## config.mk

```make
export PLATFORM = sky130hd
export DESIGN_NAME = d2l_tx_master
export DESIGN_NICKNAME = d
export VERILOG_FILES = /design/src/rtl/d2l_pkg.sv /design/src/rtl/d2l_half_div.sv /design/src/rtl/d2l_tx_master.sv
export SDC_FILE = /design/constraint.sdc
export NUM_CORES = 1
export LEC_CHECK = 0
export BUFFER_PORTS_ARGS = -buffer_cell sky130_fd_sc_hd__buf_2
export CORE_MARGIN = 2
export CORE_UTILIZATION = 50
export CTS_BUF_LIST = sky130_fd_sc_hd__clkbuf_4 sky130_fd_sc_hd__clkbuf_8 sky130_fd_sc_hd__clkbuf_16
export DETAILED_ROUTE_END_ITERATION = 10
export GPL_TIMING_DRIVEN = 0
export MAX_ROUTING_LAYER = met4
export PLACE_DENSITY = 0.87
export RECOVER_POWER = 25
export SLEW_MARGIN = 15
export SYNTH_ARGS = -nofsm -noshare
export SYNTH_HDL_FRONTEND = slang
export SYNTH_SLANG_ARGS = --single-unit
export TNS_END_PERCENT = 10
```

## constraint.sdc

```tcl
create_clock -name clk -period 1.7 [get_ports clk]
set_input_delay 0 -clock clk [delete_from_list [all_inputs] [get_ports clk]]
set_output_delay 0 -clock clk [all_outputs]
set_load 0.05 [all_outputs]
```

## src/rtl/d2l_pkg.sv

```systemverilog
// Shared definitions for the D2L serial link: controller states, default
// lane geometry and the counter width helper used by master and receiver.
package d2l_pkg;

    typedef enum logic [1:0] {
        IDLE  = 2'd0,
        SETUP = 2'd1,
        SHIFT = 2'd2
    } d2l_state_e;

    localparam int DEF_LANES   = 2;
    localparam int DEF_LANE_W  = 4;
    localparam int DEF_BEATS   = 4;
    localparam int DEF_BEAT_W  = DEF_LANES * DEF_LANE_W;
    localparam int DEF_FRAME_W = DEF_BEAT_W * DEF_BEATS;

    // Counter width for a modulo-n counter, never narrower than one bit.
    function automatic int clog2_min1(input int n);
        return (n <= 2) ? 1 : $clog2(n);
    endfunction

    function automatic int beat_width(input int lanes, input int lane_w);
        return lanes * lane_w;
    endfunction

endpackage

```

## src/rtl/d2l_half_div.sv

```systemverilog
// Half-period counter: counts 0..HALF_DIV-1 while enabled and flags the last
// count with a tick. Clear has priority over enable.
module d2l_half_div
    import d2l_pkg::*;
#(
    parameter int HALF_DIV = 4
) (
    input  logic clk,
    input  logic rstn,
    input  logic en,
    input  logic clr,
    output logic tick
);

    localparam int CW = clog2_min1(HALF_DIV);
    localparam logic [CW-1:0] LAST = CW'(HALF_DIV - 1);

    logic [CW-1:0] cnt;

    assign tick = en && (cnt == LAST);

    always_ff @(posedge clk or negedge rstn) begin
        if (!rstn) begin
            cnt <= '0;
        end else if (clr) begin
            cnt <= '0;
        end else if (en) begin
            cnt <= (cnt == LAST) ? '0 : cnt + 1'b1;
        end
    end

endmodule

```

## src/rtl/d2l_tx_master.sv

```systemverilog
// Multi-lane D2L transmit master: captures one frame per valid/ready handshake
// and shifts it out as BEATS beats across LANES lanes under cs_n and sclk.
module d2l_tx_master
    import d2l_pkg::*;
#(
    parameter int LANES    = DEF_LANES,
    parameter int LANE_W   = DEF_LANE_W,
    parameter int BEATS    = DEF_BEATS,
    parameter int HALF_DIV = 4,
    parameter bit CPOL     = 1'b0
) (
    input  logic                            clk,
    input  logic                            rstn,
    input  logic [LANES*LANE_W*BEATS-1:0]   tx_data,
    input  logic                            tx_valid,
    output logic                            tx_ready,
    output logic                            sclk,
    output logic                            cs_n,
    output logic [LANES*LANE_W-1:0]         dl,
    output logic                            done
);

    localparam int BEAT_W  = beat_width(LANES, LANE_W);
    localparam int FRAME_W = BEAT_W * BEATS;
    localparam int BW      = clog2_min1(BEATS);
    localparam logic [BW-1:0] LAST_BEAT = BW'(BEATS - 1);

    d2l_state_e        state, state_nxt;
    logic [FRAME_W-1:0] frame;
    logic [BW-1:0]     beat, beat_nxt, beat_inc;
    logic              phase, phase_nxt;
    logic              sclk_nxt, cs_n_nxt, ready_nxt, done_nxt;
    logic [BEAT_W-1:0] dl_nxt;
    logic              capture;
    logic              tick;
    logic              hd_en, hd_clr;

    logic [BEAT_W-1:0] slice [BEATS];

    for (genvar g = 0; g < BEATS; g++) begin : g_slice
        assign slice[g] = frame[g*BEAT_W +: BEAT_W];
    end

    assign beat_inc = beat + 1'b1;
    assign hd_en    = (state != IDLE);
    assign hd_clr   = (state == IDLE);

    d2l_half_div #(
        .HALF_DIV (HALF_DIV)
    ) u_half_div (
        .clk  (clk),
        .rstn (rstn),
        .en   (hd_en),
        .clr  (hd_clr),
        .tick (tick)
    );

    // phase 0 = active half (sclk away from CPOL), phase 1 = return half.
    always_comb begin
        state_nxt = state;
        beat_nxt  = beat;
        phase_nxt = phase;
        sclk_nxt  = sclk;
        cs_n_nxt  = cs_n;
        dl_nxt    = dl;
        ready_nxt = tx_ready;
        done_nxt  = 1'b0;
        capture   = 1'b0;

        case (state)
            IDLE: begin
                if (tx_valid && tx_ready) begin
                    capture   = 1'b1;
                    state_nxt = SETUP;
                    cs_n_nxt  = 1'b0;
                    sclk_nxt  = CPOL;
                    dl_nxt    = tx_data[BEAT_W-1:0];
                    ready_nxt = 1'b0;
                    beat_nxt  = '0;
                    phase_nxt = 1'b0;
                end
            end

            SETUP: begin
                if (tick) begin
                    state_nxt = SHIFT;
                    sclk_nxt  = ~CPOL;
                    phase_nxt = 1'b0;
                end
            end

            SHIFT: begin
                if (tick) begin
                    if (!phase) begin
                        phase_nxt = 1'b1;
                        sclk_nxt  = CPOL;
                        // Last beat keeps its value through the hold half.
                        if (beat != LAST_BEAT) begin
                            dl_nxt = slice[beat_inc];
                        end
                    end else if (beat == LAST_BEAT) begin
                        state_nxt = IDLE;
                        cs_n_nxt  = 1'b1;
                        dl_nxt    = '0;
                        ready_nxt = 1'b1;
                        done_nxt  = 1'b1;
                        beat_nxt  = '0;
                        phase_nxt = 1'b0;
                    end else begin
                        beat_nxt  = beat_inc;
                        phase_nxt = 1'b0;
                        sclk_nxt  = ~CPOL;
                    end
                end
            end

            default: begin
                state_nxt = IDLE;
                cs_n_nxt  = 1'b1;
                sclk_nxt  = CPOL;
                dl_nxt    = '0;
                ready_nxt = 1'b1;
                beat_nxt  = '0;
                phase_nxt = 1'b0;
            end
        endcase
    end

    always_ff @(posedge clk or negedge rstn) begin
        if (!rstn) begin
            state    <= IDLE;
            beat     <= '0;
            phase    <= 1'b0;
            sclk     <= CPOL;
            cs_n     <= 1'b1;
            dl       <= '0;
            tx_ready <= 1'b1;
            done     <= 1'b0;
        end else begin
            state    <= state_nxt;
            beat     <= beat_nxt;
            phase    <= phase_nxt;
            sclk     <= sclk_nxt;
            cs_n     <= cs_n_nxt;
            dl       <= dl_nxt;
            tx_ready <= ready_nxt;
            done     <= done_nxt;
        end
    end

    always_ff @(posedge clk or negedge rstn) begin
        if (!rstn) begin
            frame <= '0;
        end else if (capture) begin
            frame <= tx_data;
        end
    end

endmodule

```

* Yosys cells after proc, flatten, opt, wreduce, memory -nomap -nowiden
Index checks and enable logic that the tools add are counted.
** Word-level totals
- Logic and storage cells :: 81
- Input bits :: 35
- Register bits :: 50
- Output and inout bits :: 12
** Cells by class
- Reductions and logical operators :: 11
- Bitwise gates (word level) :: 2
- Multiplexer cells :: 43
- Order comparisons :: 1
- Eq/ne operators :: 13
- Add/subtract/negate cells :: 2
** Operators with widths (number)
- $mux 8 :: 7
- $mux 2 :: 12
- $pmux 8 s3 :: 1
- $mux 1 :: 17
- $bmux 8 s2 :: 1
- $reduce_and 5->1 :: 3
- $pmux 2 s3 :: 2
- $ne 2x2->1 const B :: 5
- $ne 3x3->1 const B :: 3
- $pmux 1 s3 :: 3
- $reduce_and 4->1 :: 2
- $eq 2x2->1 const B :: 3
- $add 2x1->2 const B :: 2
- $reduce_bool 2->1 :: 2
- $ge 3x3->1 const B :: 1
- $not 2->3 :: 1
- $reduce_and 3->1 :: 1
- $eq 2x1->1 const B :: 1
- $logic_and 1x1->1 :: 2
- $logic_not 2->1 :: 1
- $ne 2x1->1 const B :: 1
- $not 1->1 :: 1

* Depth between registers and ports, before layout
Gate-level depths: netlist of run 1.
- Depth after elaboration :: 9
- Depth in mapped cells :: 8
- Depth with buffers taken out :: 6

* Cells and area by module
A second synthesis of run 1 with hierarchy kept.
** Second synthesis, totals
- Cells, all modules :: 183
- Area, all modules :: 2469.9 um^2
** Modules (own cells, without submodules)
- d2l_tx_master :: area an instance 2363.5 um^2, sequential area each 1202.4 um^2, times used 1, cells an instance 174
- d2l_half_div :: area an instance 106.4 um^2, sequential area each 50.0 um^2, times used 1, cells an instance 9

* Worst setup path before layout of run 1
OpenSTA, ideal clock, no wires.
- Path kind :: register -> register
- From :: reg state[0]
- To :: reg state[0]
- Path buffers :: 1
- Period minus slack after synthesis :: 1.720 ns
- Arrival :: 1.595 ns
- Setup slack :: -0.020 ns
- Cell stages (with the launch flop) :: 8
- Setup time :: 0.125 ns
- Data required time :: 1.575 ns
- Cell sequence :: dfrtp_1 > inv_1 > ha_1 > buf_6 > nor2_2 > a32o_2 > nor2b_4 > mux2_4
** Between the ends
- Word-level cells in the longest chain between the ends :: 4
- Elaborated cells on any way between the ends :: 12
- Classes of those cells :: 7 x eq/ne; 1 x mux; 4 x reduce/logical
** RTL lines
- from (decl) :: line d2l_tx_master.sv:28 : d2l_state_e state, state_nxt;
- from (signal assigned) :: line d2l_tx_master.sv:140 : state <= state_nxt;
- $reduce_bool 2->1 :: line d2l_tx_master.sv:45 : assign hd_en = (state != IDLE);
- $logic_and 1x1->1 :: line d2l_half_div.sv:20 : assign tick = en && (cnt == LAST);
- $ne 2x2->1 (no line)
- $reduce_and 5->1 (no line)
Several ways; a longest one is shown, not always the timed one.
A chain may end at the register's enable or synchronous reset.

* Final worst setup path of run 1
- From :: reg state[0]
- To :: reg dl[0]
** Between the ends
- Word-level cells in the longest chain between the ends :: 4
- Elaborated cells on any way between the ends :: 12
- Classes of those cells :: 6 x eq/ne; 1 x mux; 1 x bitwise; 4 x reduce/logical
** RTL lines
- $reduce_bool 2->1 :: line d2l_tx_master.sv:45
- $logic_and 1x1->1 :: line d2l_half_div.sv:20
- $ne 2x2->1 (no line)
- $reduce_and 5->1 (no line)
- to (signal assigned) :: line d2l_tx_master.sv:145 : dl <= dl_nxt;
- to (decl) :: line d2l_tx_master.sv:19 : output logic [LANES*LANE_W-1:0] dl,
Several ways; a longest one is shown, not always the timed one.

==> results.tsv, run 1 <==
stage	metric	value	unit
outcome	status	complete, but fails checks	
outcome	violations	negative setup slack	
sta	finClkSkew	0.00556	ns
route	firstDrtPassIters	4	
final_layout	final_util	72.1	%
grt	grt_max_degree	51	
grt	grt.overflow.total	0	
worst_setup_path	crit_path_end_kind	flip-flop	
min_path	hp-class	input pin to flip-flop	
synthesis	ys.flop_type	dfrtp_1	
synthesis	synth.distinct_cells	35	
final_layout	multi_input_area	1250	um^2
worst_setup_path	timing.critical_path.arrival	1.94	ns
route	num_vias	1941	
final_layout	finalNetCount	331	
die	num_rows	25	
worst_setup_path	cp-start-kind	flip-flop	
grt	grt_pass1_wl	10100	um
route	drt-total-wl	6460	um
synthesis	ys_ff_latch	50	
placed_design	placed_area	2820	um^2
synthesis	synthArstFlopShare	100	%
final_layout	final_cell_area	3450	um^2
synthesis	synth_compound_area_share	9.70	%
grt	antenna_found_initial	0	
sta	relSlewSlack	19.2	%
route	ant_nets	0	
final_layout	regArea	1250	um^2
synthesis	synth-xor-area-share	0	%
worst_setup_path	crit_path_max_fanout	8	
synthesis	syn_inst	188	
clock_network	h-tree-depth	2	
final_layout	syn_to_final_growth	38.0	%
sta	period_minus_slack	1.74	ns
sta	fmax	574	MHz
synthesis	netlist_area	2500	um^2
route	vias_per_cell	5.45	
synthesis	synthAdderAreaFrac	3.50	%
grt	first_global_vias	2034	
final_layout	antenna_cells	0	
placed_design	place_hpwl	3620	um
clock_network	cts_buffers	5	
synthesis	ys_seq_area_share	50.1	%
clock_network	cts_root_buffer	clkbuf_8	
sta	hold_ws	0.160	ns
placed_design	gp_congestion	0.863	
clock_network	cts_buffer_depth	2	
clock_network	cts.sink_count	50	
power_and_ir_drop	power.static_leakage	1.76	nW
synthesis	syn_area_per_cell	13.3	um^2
synthesis	synth-edff-count	0	
die	die_y	74.7	um
sta	tightest_slew	1.21	ns
worst_setup_path	crit_type	flip-flop to flip-flop	
route	wl_per_cell	18.2	um
sta	finalCritPeriodShare	102	%
sta	fin_ws	-0.0422	ns
grt	grtUsageTotal	25.2	%
power_and_ir_drop	powerDensity	585	nW/um^2
clock_network	cts_tree	yes	
sta	finalSetupViolCount	10	
run	maxCapViolCount	0	
die	io_pins	47	
power_and_ir_drop	power	2.02	mW
route	drt_iter0_drc	136	
clock_network	insertion_delay	0.31	ns
placed_design	dp_slack	-0.122	ns
synthesis	syn-num-nets	230	
die	die_area	5580	um^2
synthesis	synthSimpleGateAreaFrac	8.55	%
die	start_util	52.3	%
final_layout	mostFrequentLayoutCell	dfrtp_1	
die	core_area	4790	um^2
worst_setup_path	crit_required	1.90	ns
sta	drv_slew	0	
power_and_ir_drop	peakVddDrop	0.632	mV
final_layout	fillers	286	
sta	rsz0062_at_grt	yes	
sta	hold_viol_final	0	
route	drc	0	
final_layout	layout-drive-gt1-share	43.6	%
final_layout	final_cell_mix	49 x dfrtp_1, 46 x buf_2, 33 x dlygate4sd3_1	
synthesis	synth.mux.area_fraction	24.5	%
clock_network	path_clk_slew	0.09	ns
die	die_w	74.7	um
placed_design	io_buffers	46	
synthesis	synth_top_family_by_area	multiplexers	
synthesis	ys_warn_count	0	
[worst paths after layout]
check                                     to  cells after the start  slack [ns]         startpoint
max reg2reg                            dl[0]                      8       -0.04           state[0]
max                                    dl[0]                      8       -0.04           state[0]
min reg2reg                u_half_div.cnt[0]                      1        0.47  u_half_div.cnt[0]
min                                frame[24]                      3        0.16           tx_valid
min in group asynchronous          frame[18]                      2        0.48               rstn
max in group asynchronous           frame[0]                      2        0.50               rstn
[layer usage]
layer  up-vias  part of all wire [%]  global-route usage (%)
li1        876                     -                       -
met1       962                    41                    30.4
met2        85                    52                    42.6
met3        18                   4.2                    2.95
met4         0                   3.0                    11.7
met5         -                     0                       -
[worst max-delay path, cell delays in order, from the launching register on]
cell and delay, ns:
dfrtp_1 0.40, inv_2 0.05, buf_4 0.15, ha_4 0.18
nor2_2 0.18, a32oi_4 0.10, nand2b_1 0.20, buf_6 0.15
a22o_1 0.23
[sequential cells by signal, indices dropped and copies added, names as in the netlist]
register,count
sclk,1
u_half_div.cnt,2
dl,8
beat,2
state,2
phase,1
done,1
cs_n,1
frame,32
[report_power, final]
group	switching [mW]	leakage, nW	total (mW)	internal, mW
Clock	0.410	0.0362	0.692	0.282
Sequential	0	0.690	1.19	1.19
Combinational	0.0590	1.04	0.140	0.0810
[Yosys cell counts (all sizes together), types with 4 or more instances]
cell type | number | area, um^2
mux2 | 51 | 612
ha | 7 | 87.6
nor2 | 4 | 17.5
buf | 10 | 77.6
nand2 | 22 | 82.6
a22o | 9 | 78.8
dfrtp | 49 | 1230
a22oi | 8 | 65.1
[metrics by stage]
step / std cells / setup TNS, ns
CTS: 350 / -0.0129
detailed placement: 301 / -1.90
global placement: 301 / -0.687
floorplan: 188 / 0
finish: 356 / -0.224
global route: 356 / -0.797
[repair_timing]
item	4_1_cts	5_1_grt
resized for setup	12	12
endpoints found under the hold margin	81	0
setup endpoints to repair	41	39
hold buffers	33	0
cloned	0	0
pin swaps	3	3
buffers inserted	9	6
[cell type report]
cell class | count | share of cell area, %
plain buffers | 11 | 2.76
flip-flops and latches | 50 | 36.3
repair buffers | 94 | 19.6
clock inverters | 2 | 0.435
multi-input cells | 124 | 36.1
well taps | 67 | 2.43
inverters | 3 | 0.326
clock buffers | 5 | 1.99
[logic make-up after synthesis]
logic type | count (synthesis)
adders and majority gates | 7
buffers and inverters | 14
muxes | 51
AOI/OAI and AO/OA | 27
and+or+nand+nor | 39
DFF | 50
Note: power is estimated with default switching activity, not from simulation.
==> run 2: changes to the inputs <==
- CORE_UTILIZATION: 50 -> 55
- MAX_ROUTING_LAYER: met4 -> default
- PLACE_DENSITY: 0.87 -> 0.9
- clock period: 1.7 -> 1.9 ns (I/O delays scaled with it)
==> run 2 against run 1 <==
The run now ends clean. Cell count is 7.9% lower. Register-to-register slack better by 0.09 ns. Via count is 5.6% lower. Hold slack better by 0.054 ns. Critical endpoint is now dl[4]. Largest power group unchanged.
==> results.tsv, run 2 (synthesis gave the netlist of run 1 again) <==
stage	metric	value	unit
outcome	status	finished, final reports clean	
route	vias_per_cell	5.59	
final_layout	top_regs	frame x32, dl x8	
die	die_y	71.4	um
final_layout	multi_input_area	1160	um^2
sta	hold_viol_final	0	
clock_network	cts_buffers	5	
worst_setup_path	crit_required	2.11	ns
die	num_rows	24	
clock_network	h-tree-depth	2	
die	io_pins	47	
grt	grt_max_degree	51	
power_and_ir_drop	power.static_leakage	1.68	nW
worst_setup_path	cpPeakStageDelay	0.43	ns
worst_setup_path	crit_family	compound AO/OA/AOI/OAI gates	
sta	relSlewSlack	19.4	%
sta	fmax	540	MHz
worst_setup_path	timing.critical_path.arrival	2.06	ns
route	firstDrtPassIters	4	
grt	grt_pass1_wl	9290	um
sta	period_minus_slack	1.85	ns
grt	antenna_found_initial	0	
route	wl_per_cell	17.9	um
grt	grt.overflow.total	0	
final_layout	syn_to_final_growth	29.3	%
route	ant_nets	0	
sta	finalSetupViolCount	0	
clock_network	path_clk_slew	0.09	ns
worst_setup_path	crit_path_end_kind	flip-flop	
route	drc	0	
route	num_vias	1833	
worst_setup_path	critPathBufInv	1	
sta	hold_ws	0.214	ns
die	die_area	5100	um^2
worst_setup_path	crit_type	flip-flop to flip-flop	
final_layout	largest_reg_flops	32	
route	drt_iter0_drc	132	
placed_design	io_buffers	46	
worst_setup_path	ff2ff_path_depth	6	
placed_design	place_hpwl	3480	um
final_layout	finalNetCount	317	
worst_setup_path	cp-start-kind	flip-flop	
sta	finClkSkew	0.0169	ns
sta	drv_slew	0	
final_layout	fillers	282	
power_and_ir_drop	peakVddDrop	0.438	mV
clock_network	cts_tree	yes	
die	core_area	4350	um^2
final_layout	antenna_cells	0	
die	die_w	71.4	um
clock_network	insertion_delay	0.32	ns
final_layout	regArea	1250	um^2
worst_setup_path	cpMaxStageDelayCell	dfrtp_1	
sta	rsz0062_at_grt	yes	
die	start_util	57.4	%
grt	grtUsageTotal	24.2	%
min_path	hold_depth	4	
final_layout	final_cell_mix	50 x buf_2, 49 x dfrtp_1, 33 x dlygate4sd3_1	
min_path	hp-class	input pin to flip-flop	
route	drt-total-wl	5880	um
final_layout	top_register	frame	
sta	tightest_slew	1.21	ns
run	maxCapViolCount	0	
worst_setup_path	critical_path_depth	6	
clock_network	cts_root_buffer	clkbuf_8	
placed_design	gp_congestion	0.801	
final_layout	layout-drive-gt1-share	37.0	%
power_and_ir_drop	powerDensity	560	nW/um^2
worst_setup_path	crit_path_max_fanout	8	
sta	finalCritPeriodShare	97.4	%
final_layout	final_cells	328	
placed_design	place_inst	286	
clock_network	cts.sink_count	50	
worst_setup_path	worstPathCellList	ha_1 > and3b_1 > buf_2 > a22oi_1 > nand2_1 > a22o_1	
grt	first_global_vias	1904	
clock_network	cts_buffer_depth	2	
final_layout	mostFrequentLayoutCell	buf_2	
==> run 2: layout make-up <==
| class | count | share of cell area [%] |
|---|---|---|
| Tap cell | 52 | 2.01 |
| Clock inverter | 3 | 0.658 |
| Inverter | 3 | 0.348 |
| Buffer | 11 | 2.52 |
| Timing Repair Buffer | 80 | 17.6 |
| Sequential cell | 50 | 38.7 |
| Clock buffer | 5 | 2.13 |
| Multi-Input combinational cell | 124 | 36.0 |
==> run 2: final timing paths <==
check	from	to	slack [ns]
max reg2reg	beat[0]	dl[4]	0.05
min in group asynchronous	rstn	frame[2]	0.46
max	beat[0]	dl[4]	0.05
max in group asynchronous	rstn	u_half_div.cnt[1]	0.69
min	tx_valid	beat[1]	0.21
min reg2reg	u_half_div.cnt[0]	u_half_div.cnt[0]	0.46
==> run 2: per-stage QoR <==
stage / utilization, % / instance area (um^2) / total power [mW] / setup TNS [ns] / setup WS [ns]
finish: 74.3 / 3230 / 1.81 / 0 / 0.0488
global route: 74.3 / 3230 / 1.88 / -0.0148 / -0.00631
CTS: 73.9 / 3220 / 1.81 / 0 / 0.0182
detailed placement: 64.2 / 2800 / 1.15 / 0 / 0.0337
global placement: 64.2 / 2800 / 1.15 / 0 / 0.0961
floorplan: - / 2500 / 1.09 / 0 / 0.180
==> run 2: where the power goes <==
part,leakage [nW],internal (mW),switching [mW]
clock network,0.0441,0.259,0.368
logic,0.942,0.0724,0.0489
registers,0.690,1.06,0
==> run 2: worst min-delay path: stages <==
cell and delay, ns:
buf_2 0.12, a32oi_4 0.16, nand2_1 0.09, o211ai_1 0.10
==> run 2: timing repair <==
action	CTS	global route
hold endpoints to repair	81	0
setup buffers	0	1
hold buffers	33	0
endpoints found under the setup margin	0	10
resized for setup	0	3
==> run 2: layer usage <==
metal  vias up  share of wire, %  wire length (um)  GRT usage, %
li1        847                 -                 -             -
met1       918                40              2360          28.9
met2        54                53              3120          42.8
met3        14               3.9               230          4.78
met4         0               2.8               167          9.43
met5         -                 0                 0             0
==> run 3: changes to the inputs <==
- SYNTH_HIERARCHICAL: default -> 1
==> run 3 against run 2 <==
The run now ends with negative setup slack left. Hold slack gained 0.0037 ns. Clock power grew 4.0%. Register-to-register slack lost 0.07 ns. Global-route usage grew 3.6 points. Non-clock buffer count grew 8. Critical endpoint is now beat[0]. Maximum frequency shrank 3.4%.
==> results.tsv, run 3 <==
stage	metric	value	unit
outcome	status	complete, but fails checks	
outcome	violations	negative setup slack	
power_and_ir_drop	p_comb_share	6.8	%
grt	grtUsageTotal	27.7	%
placed_design	placed_area	2800	um^2
power_and_ir_drop	power	1.84	mW
synthesis	ys_seq_area_share	50.7	%
placed_design	place_inst	281	
synthesis	syn-num-nets	227	
final_layout	finalNetCount	323	
die	start_util	56.7	%
worst_setup_path	timing.critical_path.arrival	2.12	ns
grt	grt_max_degree	51	
grt	met1_usage	31.9	%
worst_setup_path	ff2ff_path_depth	9	
clock_network	path_clk_slew	0.09	ns
clock_network	h-tree-depth	2	
power_and_ir_drop	switching_power	0.392	mW
grt	top_usage_layer	met2	
synthesis	synthAdderAreaFrac	4.56	%
final_layout	antenna_cells	0	
power_and_ir_drop	peakVddDrop	0.507	mV
grt	first_global_vias	2181	
route	drt-total-wl	6300	um
synthesis	synthTopCellsByCount	49 x dfrtp_1, 37 x mux2_2, 10 x mux2i_1, 9 x ha_1, 8 x a22o_1	
grt	grtUsageMet2	49.4	%
worst_setup_path	r2r_slack	-0.02	ns
route	ant_nets	0	
placed_design	gp_congestion	0.813	
synthesis	synth.distinct_cells	35	
grt	antenna_found_initial	0	
synthesis	synth_compound_area_share	9.02	%
grt	grt_pass1_wl	10400	um
final_layout	syn_to_final_growth	36.3	%
worst_setup_path	rr_endpoint	beat[0]	
die	die_w	71.0	um
final_layout	largest_reg_flops	32	
synthesis	ys.flop_type	dfrtp_1	
synthesis	synthSimpleGateAreaFrac	6.38	%
sta	tightest_slew	1.23	ns
die	core_area	4350	um^2
worst_setup_path	crit_required	2.11	ns
synthesis	ys_warn_count	6	
placed_design	dp_slack	-0.278	ns
power_and_ir_drop	powerDensity	547	nW/um^2
worst_setup_path	crit_path_end_kind	flip-flop	
synthesis	ys_ff_latch	50	
clock_network	cts.sink_count	50	
sta	rsz0062_at_grt	yes	
clock_network	cts_tree	yes	
sta	relSlewSlack	18.1	%
die	die_y	71.0	um
sta	finalSetupViolCount	2	
synthesis	synthArstFlopShare	100	%
synthesis	netlist_area	2470	um^2
worst_setup_path	cp-start-kind	flip-flop	
synthesis	synth-xor-area-share	0	%
synthesis	netlist.area_leader.share	49.6	%
worst_setup_path	crit-reg2reg-launch	state[1]	
synthesis	syn_inst	183	
route	drc	0	
worst_setup_path	crit_type	flip-flop to flip-flop	
min_path	min-delay-start	tx_valid	
placed_design	io_buffers	46	
sta	hold_viol_final	0	
synthesis	syn_area_per_cell	13.5	um^2
synthesis	synth_top_family_by_area	multiplexers	
grt	grt.overflow.total	0	
route	drt_iter0_drc	161	
sta	fmax	522	MHz
final_layout	final_util	77.3	%
placed_design	place_hpwl	3670	um
min_path	hold_depth	4	
clock_network	cts_buffers	5	
synthesis	synthTopCellsByArea	dfrtp_1 50%, mux2_2 17%, ha_1 4.6%	
final_layout	final_cells	332	
grt	groute.layer.met3.usage	6.55	%
synthesis	synth-edff-count	0	
synthesis	synth.mux.area_fraction	25.2	%
synthesis	synth_top_cell_by_area	dfrtp_1	
synthesis	synth_most_common_cell	dfrtp_1	
clock_network	cts_buffer_depth	2	
final_layout	layout-drive-gt1-share	47.9	%
final_layout	final_cell_mix	49 x dfrtp_1, 46 x buf_2, 36 x mux2_2	
die	die_area	5040	um^2
power_and_ir_drop	power.share.switching	21.3	%
sta	finalCritPeriodShare	101	%
power_and_ir_drop	power.static_leakage	1.66	nW
die	io_pins	47	
sta	hold_ws	0.218	ns
worst_setup_path	startpoint	state[1]	
worst_setup_path	crit_path_max_fanout	4	
clock_network	insertion_delay	0.31	ns
final_layout	mostFrequentLayoutCell	dfrtp_1	
min_path	hp-class	input pin to flip-flop	
sta	period_minus_slack	1.92	ns
final_layout	top_regs	frame x32, dl x8	
final_layout	final_cell_area	3370	um^2
die	num_rows	24	
sta	finalSetupTns	-0.0195	ns
route	vias_per_cell	5.84	
sta	fin_ws	-0.0172	ns
run	maxCapViolCount	0	
route	num_vias	1940	
power_and_ir_drop	clockPowerShare	35.4	%
route	firstDrtPassIters	4	
clock_network	cts_root_buffer	clkbuf_8	
route	wl_per_cell	19.0	um
sta	drv_slew	0	
min_path	worstHoldEndpoint	sclk	
power_and_ir_drop	internal_power	1.45	mW
final_layout	top_register	frame	
power_and_ir_drop	seqPwrFrac	57.8	%
sta	finClkSkew	0.0116	ns
-- run 3: changes by cell type after synthesis, moves of 6 or more --
cell,change
nand2_1,-17
mux2_2,+22
nor3_1,+6
mux2i_1,+10
a221o_1,+7
a22oi_1,-7
mux2_1,-26
-- run 3: how the worst max path moves through the flow --
stage	end	slack, ns
3_5_place_dp	dl[6]	-0.28
5_1_grt	beat[0]	-0.09
6_report	beat[0]	-0.02
4_1_cts	beat[0]	0.009
2_1_floorplan	beat[0]	0.02
3_3_place_gp	dl[5]	-0.22
-- run 3: final cells by class --
type / instances / area, um^2
Buffer: 10 / 106
Clock buffer: 7 / 90.1
Clock inverter: 1 / 5.00
Fill cell: 249 / 988
Inverter: 6 / 35.0
Multi-Input combinational cell: 117 / 1180
Sequential cell: 50 / 1250
Tap cell: 52 / 65.1
Timing Repair Buffer: 89 / 636
-- run 3: routing by layer --
metal / up-vias / routed length [um]
li1: 867 / -
met1: 971 / 2340
met2: 82 / 3470
met3: 20 / 329
met4: 0 / 168
met5: - / 0
-- run 3: logic make-up after synthesis --
group                    after synthesis
flip-flops                            50
AO/OA/AOI/OAI                         25
multiplexers                          54
AND/OR/NAND/NOR                       29
adder cells (fa/ha/maj)                9
buffers and inverters                 16
-- run 3: what timing repair did --
action | CTS | global route
hold buffers | 33 | 0
hold endpoints to repair | 81 | 0
pin swaps | 5 | 7
buffers inserted | 7 | 3
gates resized for setup | 11 | 6
setup endpoints to repair | 13 | 31
-- run 3: worst max-delay path, cell delays in order, from the launching register on --
cell       delay, ns
dfrtp_1         0.38
inv_2           0.06
ha_4            0.17
clkbuf_16       0.15
clkinv_8        0.04
and2_4          0.14
inv_2           0.04
a221oi_4        0.39
nand2_2         0.12
mux2_4          0.31
-- run 3: power by group through the flow --
stage,sequential (mW),combinational [mW],clock (mW)
2_1_floorplan,1.08,0.00977,0
3_3_place_gp,1.08,0.0672,0
3_5_place_dp,1.08,0.0697,0
4_1_cts,1.06,0.121,0.661
5_1_grt,1.06,0.137,0.708
6_report,1.06,0.125,0.652
